## src/rtl/alu_mdu_seq.sv

```systemverilog
// Multi-cycle execute-stage ALU with valid/ready handshake, shift-add multiplier
// and restoring divider returning HI/LO words plus registered flags.
module alu_mdu_seq #(
    parameter int WIDTH = 32,
    parameter int OP_W  = 4,
    parameter int CNT_W = 6
) (
    input  logic             clk,
    input  logic             rst_n,
    input  logic             in_valid,
    output logic             in_ready,
    input  logic [OP_W-1:0]  op,
    input  logic [WIDTH-1:0] data_1,
    input  logic [WIDTH-1:0] data_2,
    output logic             out_valid,
    input  logic             out_ready,
    output logic [WIDTH-1:0] result,
    output logic [WIDTH-1:0] result_hi,
    output logic             zero_flag,
    output logic             ovf_flag,
    output logic             div_by_zero
);

    typedef enum logic [1:0] {IDLE, MUL, DIV, DONE} state_t;

    localparam logic [CNT_W-1:0] LAST = CNT_W'(WIDTH - 1);
    localparam logic [WIDTH-1:0] MIN_VAL = {1'b1, {(WIDTH-1){1'b0}}};

    state_t           state;
    logic [CNT_W-1:0] cnt;

    // Iteration datapath: acc_hi = partial product HI / remainder,
    // acc_lo = multiplier / dividend shifting into quotient.
    logic [WIDTH-1:0] acc_hi, acc_lo, opnd_b;
    logic             neg_lo, neg_hi, ovf_pend;

    logic signed [WIDTH-1:0] a_s, b_s;
    logic [WIDTH-1:0]   sum, diff, alu_res;
    logic               alu_ovf;
    logic               is_mul, is_div, op_sgn, a_neg, b_neg;
    logic [WIDTH:0]     mul_sum, div_shift, div_trial;
    logic [2*WIDTH-1:0] mul_next, mul_fin;
    logic               div_ok;
    logic [WIDTH-1:0]   rem_next, quo_next, quo_fin, rem_fin;

    function automatic logic [WIDTH-1:0] mag(input logic [WIDTH-1:0] x, input logic sgn);
        return (sgn && x[WIDTH-1]) ? -x : x;
    endfunction

    function automatic logic [WIDTH-1:0] cneg(input logic [WIDTH-1:0] x, input logic en);
        return en ? -x : x;
    endfunction

    function automatic logic [2*WIDTH-1:0] cneg2(input logic [2*WIDTH-1:0] x, input logic en);
        return en ? -x : x;
    endfunction

    assign a_s    = data_1;
    assign b_s    = data_2;
    assign sum    = data_1 + data_2;
    assign diff   = data_1 - data_2;
    assign a_neg  = data_1[WIDTH-1];
    assign b_neg  = data_2[WIDTH-1];
    assign is_mul = (op == OP_W'(8)) || (op == OP_W'(9));
    assign is_div = (op == OP_W'(10)) || (op == OP_W'(11));
    assign op_sgn = (op == OP_W'(9)) || (op == OP_W'(11));

    always_comb begin
        alu_res = '0;
        alu_ovf = 1'b0;
        case (op)
            OP_W'(0): begin
                alu_res = sum;
                alu_ovf = (a_neg == b_neg) && (sum[WIDTH-1] != a_neg);
            end
            OP_W'(1): begin
                alu_res = diff;
                alu_ovf = (a_neg != b_neg) && (diff[WIDTH-1] == b_neg);
            end
            OP_W'(2): alu_res = data_1 & data_2;
            OP_W'(3): alu_res = data_1 | data_2;
            OP_W'(4): alu_res = {{(WIDTH-1){1'b0}}, (a_s < b_s)};
            OP_W'(5): alu_res = {{(WIDTH-1){1'b0}}, (data_1 < data_2)};
            OP_W'(6): alu_res = data_1 ^ data_2;
            OP_W'(7): alu_res = ~(data_1 | data_2);
            default:  alu_res = '0;
        endcase
    end

    // One iteration step; the last step writes the sign-corrected result directly.
    assign mul_sum   = {1'b0, acc_hi} + (acc_lo[0] ? {1'b0, opnd_b} : {(WIDTH+1){1'b0}});
    assign mul_next  = {mul_sum, acc_lo[WIDTH-1:1]};
    assign mul_fin   = cneg2(mul_next, neg_lo);
    assign div_shift = {acc_hi, acc_lo[WIDTH-1]};
    assign div_trial = div_shift - {1'b0, opnd_b};
    assign div_ok    = ~div_trial[WIDTH];
    assign rem_next  = div_ok ? div_trial[WIDTH-1:0] : div_shift[WIDTH-1:0];
    assign quo_next  = {acc_lo[WIDTH-2:0], div_ok};
    assign quo_fin   = cneg(quo_next, neg_lo);
    assign rem_fin   = cneg(rem_next, neg_hi);

    always_ff @(posedge clk) begin
        if (state == IDLE) begin
            acc_hi   <= '0;
            acc_lo   <= is_mul ? mag(data_2, op_sgn) : mag(data_1, op_sgn);
            opnd_b   <= is_mul ? mag(data_1, op_sgn) : mag(data_2, op_sgn);
            neg_lo   <= op_sgn && (a_neg ^ b_neg);
            neg_hi   <= op_sgn && a_neg;
            ovf_pend <= op_sgn && (data_1 == MIN_VAL) && (data_2 == '1);
        end else if (state == MUL) begin
            {acc_hi, acc_lo} <= mul_next;
        end else if (state == DIV) begin
            acc_hi <= rem_next;
            acc_lo <= quo_next;
        end
    end

    always_ff @(posedge clk or negedge rst_n) begin
        if (!rst_n) begin
            state       <= IDLE;
            cnt         <= '0;
            in_ready    <= 1'b1;
            out_valid   <= 1'b0;
            result      <= '0;
            result_hi   <= '0;
            zero_flag   <= 1'b0;
            ovf_flag    <= 1'b0;
            div_by_zero <= 1'b0;
        end else begin
            case (state)
                IDLE: if (in_valid) begin
                    in_ready <= 1'b0;
                    cnt      <= '0;
                    if (is_mul) begin
                        state <= MUL;
                    end else if (is_div && data_2 == '0) begin
                        state       <= DONE;
                        out_valid   <= 1'b1;
                        result      <= '1;
                        result_hi   <= data_1;
                        zero_flag   <= 1'b0;
                        ovf_flag    <= 1'b0;
                        div_by_zero <= 1'b1;
                    end else if (is_div) begin
                        state <= DIV;
                    end else begin
                        state       <= DONE;
                        out_valid   <= 1'b1;
                        result      <= alu_res;
                        result_hi   <= '0;
                        zero_flag   <= (op < OP_W'(12)) && (alu_res == '0);
                        ovf_flag    <= alu_ovf;
                        div_by_zero <= 1'b0;
                    end
                end
                MUL: begin
                    cnt <= cnt + 1'b1;
                    if (cnt == LAST) begin
                        state       <= DONE;
                        out_valid   <= 1'b1;
                        result      <= mul_fin[WIDTH-1:0];
                        result_hi   <= mul_fin[2*WIDTH-1:WIDTH];
                        zero_flag   <= (mul_fin[WIDTH-1:0] == '0);
                        ovf_flag    <= 1'b0;
                        div_by_zero <= 1'b0;
                    end
                end
                DIV: begin
                    cnt <= cnt + 1'b1;
                    if (cnt == LAST) begin
                        state       <= DONE;
                        out_valid   <= 1'b1;
                        result      <= quo_fin;
                        result_hi   <= rem_fin;
                        zero_flag   <= (quo_fin == '0);
                        ovf_flag    <= ovf_pend;
                        div_by_zero <= 1'b0;
                    end
                end
                DONE: if (out_ready) begin
                    state     <= IDLE;
                    out_valid <= 1'b0;
                    in_ready  <= 1'b1;
                end
                default: state <= IDLE;
            endcase
        end
    end

endmodule

```

## config.mk

```make
export PLATFORM = sky130hd
export DESIGN_NAME = alu_mdu_seq
export DESIGN_NICKNAME = d
export VERILOG_FILES = /design/src/rtl/alu_mdu_seq.sv
export SDC_FILE = /design/constraint.sdc
export NUM_CORES = 1
export LEC_CHECK = 0
export CELL_PAD_IN_SITES_DETAIL_PLACEMENT = 1
export CELL_PAD_IN_SITES_GLOBAL_PLACEMENT = 1
export CORE_ASPECT_RATIO = 0.5
export CORE_MARGIN = 2
export CORE_UTILIZATION = 46
export CTS_BUF_LIST = sky130_fd_sc_hd__clkbuf_16
export DETAILED_ROUTE_END_ITERATION = 8
export GPL_ROUTABILITY_DRIVEN = 1
export HOLD_SLACK_MARGIN = 0.05
export MAX_ROUTING_LAYER = met4
export PLACE_DENSITY_LB_ADDON = 0.25
export SYNTH_ARGS = -nofsm -noshare
export SYNTH_HDL_FRONTEND = slang
export SYNTH_SLANG_ARGS = --single-unit
```

## constraint.sdc

```tcl
create_clock -name clk -period 8.1 [get_ports clk]
set_input_delay 1.215 -clock clk [delete_from_list [all_inputs] [get_ports clk]]
set_output_delay 1.215 -clock clk [all_outputs]
set_load 0.05 [all_outputs]
```

# Word-level counts from Yosys, hierarchy flattened
# Cells that the tools add are included.
dict set report classes {
  order_cmp 3
  eq_ne 28
  addsub 10
  n_mux 68
  bitwise 6
  reduce_logical 29
}
# op n
set ops {}
lappend ops {{2-to-1 mux 32 bit} 25}
lappend ops {{one-hot mux 32 bit (8 select lines)} 1}
lappend ops {{one-hot mux 32 bit (3 select lines)} 2}
lappend ops {{logical NOT 32 bit} 4}
lappend ops {{negator 32 bit} 4}
lappend ops {{== test 32 bit, second input constant} 2}
lappend ops {{less-than comparator 32 bit} 2}
lappend ops {{2-to-1 mux 64 bit} 1}
lappend ops {{negator 64 bit} 1}
lappend ops {{adder 32 x 32 -> 33 bit} 1}
lappend ops {{subtractor 33 x 32 -> 33 bit} 1}
lappend ops {{adder 32 bit} 1}
lappend ops {{bitwise AND 32 bit} 1}
lappend ops {{NOT 32 bit} 1}
lappend ops {{bitwise OR 32 bit} 1}
lappend ops {{subtractor 32 bit} 1}
lappend ops {{XOR 32 bit} 1}
lappend ops {{2-to-1 mux 1 bit} 26}
lappend ops {{== test 4 x 3 -> 1 bit, second input constant} 4}
lappend ops {{== test 4 bit, second input constant} 4}
lappend ops {{one-hot mux 6 bit (2 select lines)} 1}
lappend ops {{AND reduction 5 bit} 2}
lappend ops {{logical AND 1 bit} 9}
lappend ops {{one-hot mux 1 bit (3 select lines)} 3}
lappend ops {{other kinds (27)} 45}
dict set report totals {
  output_inout_bits 69
  wordCells 159
  reg_bits 176
  inputBits 72
}

# Longest topological paths before layout
dict set report depth {
  depth_word 10
  mapped_depth 26
}

# Worst setup path before layout
# No wires, ideal clock.
dict set report synth_path {
  path_kind {register to register}
  start {register acc_lo[31]}
  end {register result_hi[30]}
  slack_ns 2.124
  synth_period_minus_slack_ns 5.976
  t_required_ns 7.974
  setup_ns 0.126
  stages_incl_launch_ff 26
  arrival_time_ns 5.850
  path_cell_list {edfxtp_1 -> inv_1 -> ha_1 -> inv_1 -> fa_1 -> a211oi_1 -> o211a_1 -> nor3_1 -> o211a_1 -> nor3_1 -> nor2_1 -> clkinv_1 -> clkbuf_1 -> clkbuf_1 -> buf_1 -> nor2_1 -> a21oi_1 -> ha_1 -> nand2_1 -> a2111oi_0 -> mux2i_1 -> nor4_1 -> nand4_1 -> nand3_1 -> a21oi_1 -> o32a_1}
}
dict set report synth_between {
  elab_chain_cells 6
  word_cells_on_any_way 9
  classes_between {add/sub: 3; mux: 6}
}
# element line_no
set synth_rtl {}
lappend synth_rtl {{from (decl)} 34} ;# logic [WIDTH-1:0] acc_hi, acc_lo, opnd_b;
lappend synth_rtl {{from (signal assigned)} 105} ;# acc_lo <= is_mul ? mag(data_2, op_sgn) : mag(data_1, op_sgn);
lappend synth_rtl {{from (signal assigned)} 111} ;# {acc_hi, acc_lo} <= mul_next;
lappend synth_rtl {{from (signal assigned)} 114} ;# acc_lo <= quo_next;
lappend synth_rtl {{subtractor 33 x 32 -> 33 bit} 95} ;# assign div_trial = div_shift - {1'b0, opnd_b};
lappend synth_rtl {{2-to-1 mux 32 bit} 97} ;# assign rem_next = div_ok ? div_trial[WIDTH-1:0] : div_shift[WIDTH-1:0];
lappend synth_rtl {{negator 32 bit} 51} ;# return en ? -x : x;
lappend synth_rtl {{2-to-1 mux 32 bit} 51}
lappend synth_rtl {{2-to-1 mux 32 bit} 170} ;# if (cnt == LAST) begin
lappend synth_rtl {{one-hot mux 32 bit (3 select lines) (*)} 130} ;# case (state)
lappend synth_rtl {{to (signal assigned)} 140} ;# result_hi <= data_1;
lappend synth_rtl {{to (signal assigned)} 162} ;# result_hi <= mul_fin[2*WIDTH-1:WIDTH];
lappend synth_rtl {{to (signal assigned)} 174} ;# result_hi <= rem_fin;
lappend synth_rtl {{to (decl)} 18} ;# output logic [WIDTH-1:0] result_hi,
# Mark *: on every way between the ends. The rest lies on a longest branch, timed or not. The select of a mux whose other input is x is not followed.
# A chain may end at the register's enable or synchronous reset.

# Worst setup path after layout
dict set report layout_path {
  start {register acc_lo[31]}
  end {register zero_flag}
}
dict set report layout_between {
  elab_chain_cells 7
  word_cells_on_any_way 11
  classes_between {add/sub: 3; mux: 5; bitwise: 1; reduce/logical: 2}
}
# element line_no
set layout_rtl {}
lappend layout_rtl {{subtractor 33 x 32 -> 33 bit} 95}
lappend layout_rtl {{NOT 1 bit} 96} ;# assign div_ok = ~div_trial[WIDTH];
lappend layout_rtl {{negator 32 bit} 51}
lappend layout_rtl {{2-to-1 mux 32 bit} 51}
lappend layout_rtl {{logical NOT 32 bit} 175} ;# zero_flag <= (quo_fin == '0);
lappend layout_rtl {{2-to-1 mux 1 bit} 170}
lappend layout_rtl {{one-hot mux 1 bit (3 select lines) (*)} 130}
lappend layout_rtl {{to (signal assigned)} 151} ;# zero_flag <= (op < OP_W'(12)) && (alu_res == '0);
lappend layout_rtl {{to (signal assigned)} 163} ;# zero_flag <= (mul_fin[WIDTH-1:0] == '0);
lappend layout_rtl {{to (signal assigned)} 175}
lappend layout_rtl {{to (decl)} 19} ;# output logic zero_flag,
# Marks and branches as above.

==> impl_metrics.yaml <==
sta:
  slew_headroom: 0.158
  fin_crit_ns: 6.92
  finalSetupViolations: 0
  max_freq_mhz: 145
  finalSetupTns_ns: 0
  final.setup_skew_ns: 0.0136
  worst_pin_slew_ns: 1.25
  period_share: 0.854
  rsz0062_at_grt: "no"
  report.final.slew_viol_count: 0
  finalHoldViolations: 0
global_routing:
  grt-ovfl-total: 0
  grt_pass1_vias: 26500
  grt_max_degree: 85
  antenna_found_initial: 5
  grt_usage: 0.413
  grt_pass1_wl_um: 168000
logic_synthesis:
  synth.ff_latch_count: 176
  syn_inst: 3316
  synthArstFlopShare: 0.438
  yosys-top-cells-count: "387 x nand2_1, 307 x nor2_1, 260 x o21ai_0"
  synthesis.area_sq_mm: 0.0240
  synth_top_cell_by_area: "ha_1"
  synth.most_common_cell: "nand2_1"
  synth.distinct_cells: 88
  yosysSeqAreaShare: 0.191
  synth_top_area_frac: 0.0906
  yosysWarnings: 0
  yosys-top-cells-area: "ha_1 9.1%, edfxtp_1 8.4%, dfrtp_1 7.9%"
  synthesis.nets: 3566
  synth-edff-count: 67
  syn_avg_cell_area_sq_um: 7.25
  synthFlopType: "dfrtp_1"
finish:
  final_area_sq_mm: 0.0265
  final_nets: 3537
  n_fill_cell: 6611
  drive_gt1_frac: 0.0445
  fin_cells: 4006
  area_delta_synth_final_pct: 10.1
clock_network:
  clkSinkCount: 176
  root_buffer: "clkbuf_16"
  clk_pin_slew_worst_paths_ns: 0.08
  cts_hold_buf: 0
  cts_max_path_buffers: 2
  clock_latency_ns: 0.47
  numCtsBuffers: 17
  cts_max_level: 4
  post_cts_resized: 0
  tritoncts: "done"
  post_cts_buffers: 0
routing:
  detail_route.first_pass.iterations: 7
  drc: 0
  wirelength_um: 112000
  routed_via_density: 6.87
  wl_per_cell_um: 28.0
  ant_nets: 0
  drt_iter0_drc: 3686
  via_count: 27500
hold_path:
  hold_class: "register to register"
  whs_endpoint: "result[16]$_DFFE_PN0P_"
  hold_start: "result[16]$_DFFE_PN0P_"
  holdPathStages: 2
die:
  die_h_um: 166
  rows: 59
  dieArea_sq_mm: 0.0542
  initial_core_util: 0.464
  core-area_sq_mm: 0.0518
  die_w_um: 327
  io_pins: 141
run:
  maxCapViolations: 0
placed_design:
  dpl_cell_area_sq_mm: 0.0258
  place_congestion: 1.03
  io_buffers: 140
  hpwl_um: 86200
  place_inst: 3969
critical_path:
  ff2ff_path_depth: 24
  cpPeakStageDelay_ns: 0.96
  crit_type: "register to register"
  start_kind: "register"
  cp_data_arrival_time_ns: 7.29
  worstReg2RegStart: "acc_lo[31]$_DFFE_PN_"
  setup.reg_to_reg.worst_slack_ns: 1.18
  worst_ep_required_time_ns: 8.48
  cp-end-kind: "register"
  crit_fanout: 26
  regToRegEndpoint: "zero_flag$_DFFE_PN0P_"
  path_cells: "inv_1 > ha_1 > inv_1 > fa_1 > a211oi_1 > o211a_1 > nor3_1 > o211a_1 > nor3_1 > nor2_4 > clkinv_1 > buf_4 > ha_1 > nand4b_1 > xor2_1 > or3_1 > a21oi_1 > mux2i_1 > a2111oi_0 > o2111a_1 > o211ai_1 > o41ai_1 > a31oi_1 > o31ai_1"
  cpMaxStageDelayCell: "nor3_1"
pwr:
  ir_worst_vdd_v: 0.000327
  powerDensity_mw_per_mm2: 428
  p_leak_nw: 10.6
run_status:
  status: "completed"
## power breakdown
part	total (W)	internal (W)	switching [W]
Combinational	0.00846	0.00272	0.00575
Clock	0.000897	0.000435	0.000462
Sequential	0.00196	0.00140	0.000551
## final cells by class
| type | instances | area, sq um | share of cell area |
|---|---|---|---|
| multi-input combinational | 2740 | 18000 | 0.681 |
| tap | 701 | 877 | 0.0331 |
| clock buffer | 18 | 450 | 0.0170 |
| antenna | 5 | 12.5 | 0.000473 |
| timing repair buffer | 185 | 1730 | 0.0654 |
| sequential | 176 | 4580 | 0.173 |
| inverter | 167 | 627 | 0.0237 |
| clock inverter | 14 | 164 | 0.00619 |
## state kept, by name, indices dropped and copies added, names as in the netlist
| register | flops |
|---|---|
| ovf_flag | 1 |
| state | 2 |
| result | 32 |
| result_hi | 32 |
| div_by_zero | 1 |
| neg_hi | 1 |
| cnt | 6 |
| ovf_pend | 1 |
| acc_hi | 32 |
| zero_flag | 1 |
| out_valid | 1 |
| in_ready | 1 |
| opnd_b | 32 |
| neg_lo | 1 |
| acc_lo | 32 |
## placed cells by master, fill, tap and decap left out, types with 21 or more instances in the layout
cell             instances
nand4_1                 53
clkdlybuf4s50_1        138
ha_1                   171
o211ai_1                48
dfrtp_1                 76
edfxtp_1                67
mux2i_1                 91
buf_4                   46
nand2_1                386
a211oi_1                76
nor2_1                 305
nor3_1                  74
inv_1                  161
nand2b_1                29
a21o_1                  63
nand3_1                 76
nor4_1                  36
a221oi_1                42
o31ai_1                 38
xnor2_1                173
xor2_1                  57
a21oi_1                222
or3_1                   39
dfxtp_1                 32
nor2b_1                 37
a31oi_1                 36
o22ai_1                 21
o21ai_0                259
## worst max path at each step
stage | from | end | slack, ns
floorplan | acc_lo[31]$_DFFE_PN_ | result_hi[30]$_DFFE_PN0P_ | 2.12
global route | acc_lo[31]$_DFFE_PN_ | zero_flag$_DFFE_PN0P_ | 0.90
detailed placement | data_2[1] | zero_flag$_DFFE_PN0P_ | 1.37
finish | acc_lo[31]$_DFFE_PN_ | zero_flag$_DFFE_PN0P_ | 1.18
CTS | acc_lo[31]$_DFFE_PN_ | zero_flag$_DFFE_PN0P_ | 1.46
global placement | data_2[1] | zero_flag$_DFFE_PN0P_ | 1.36
## logic make-up after synthesis
family	after synthesis	synth area share
simple gates	1164	0.229
compound gates	1066	0.297
buf+inv	400	0.0629
xor+xnor	230	0.0838
fa+ha+maj	178	0.0939
flops	176	0.191
mux	102	0.0430
## metrics by stage
step / total power [W] / hold slack, ns / utilization / setup slack (ns)
floorplan: 0.00729 / 0.472 / - / 2.12
global placement: 0.00982 / 0.463 / 0.499 / 1.36
detailed placement: 0.0100 / 0.470 / 0.499 / 1.37
CTS: 0.0110 / 0.489 / 0.511 / 1.46
global route: 0.0119 / 0.510 / 0.511 / 0.905
finish: 0.0113 / 0.483 / 0.511 / 1.18
## metal layers
| metal | wire [um] | GRT usage |
|---|---|---|
| met1 | 49700 | 0.592 |
| met3 | 13000 | 0.0876 |
| met2 | 47100 | 0.592 |
| met5 | 0 | - |
| met4 | 2370 | 0.0913 |
## critical path: cells and delay by family (launching register included)
| family | cells | cell delay [ns] |
|---|---|---|
| multiplexers | 1 | 0.10 |
| flip-flops | 1 | 0.48 |
| XOR/XNOR | 1 | 0.21 |
| adder cells (fa/ha/maj) | 3 | 0.92 |
| AND/OR/NAND/NOR | 5 | 1.59 |
| AO/OA/AOI/OAI | 10 | 2.85 |
| buffers and inverters | 4 | 0.66 |
Note: power is estimated with default switching activity, not from simulation.
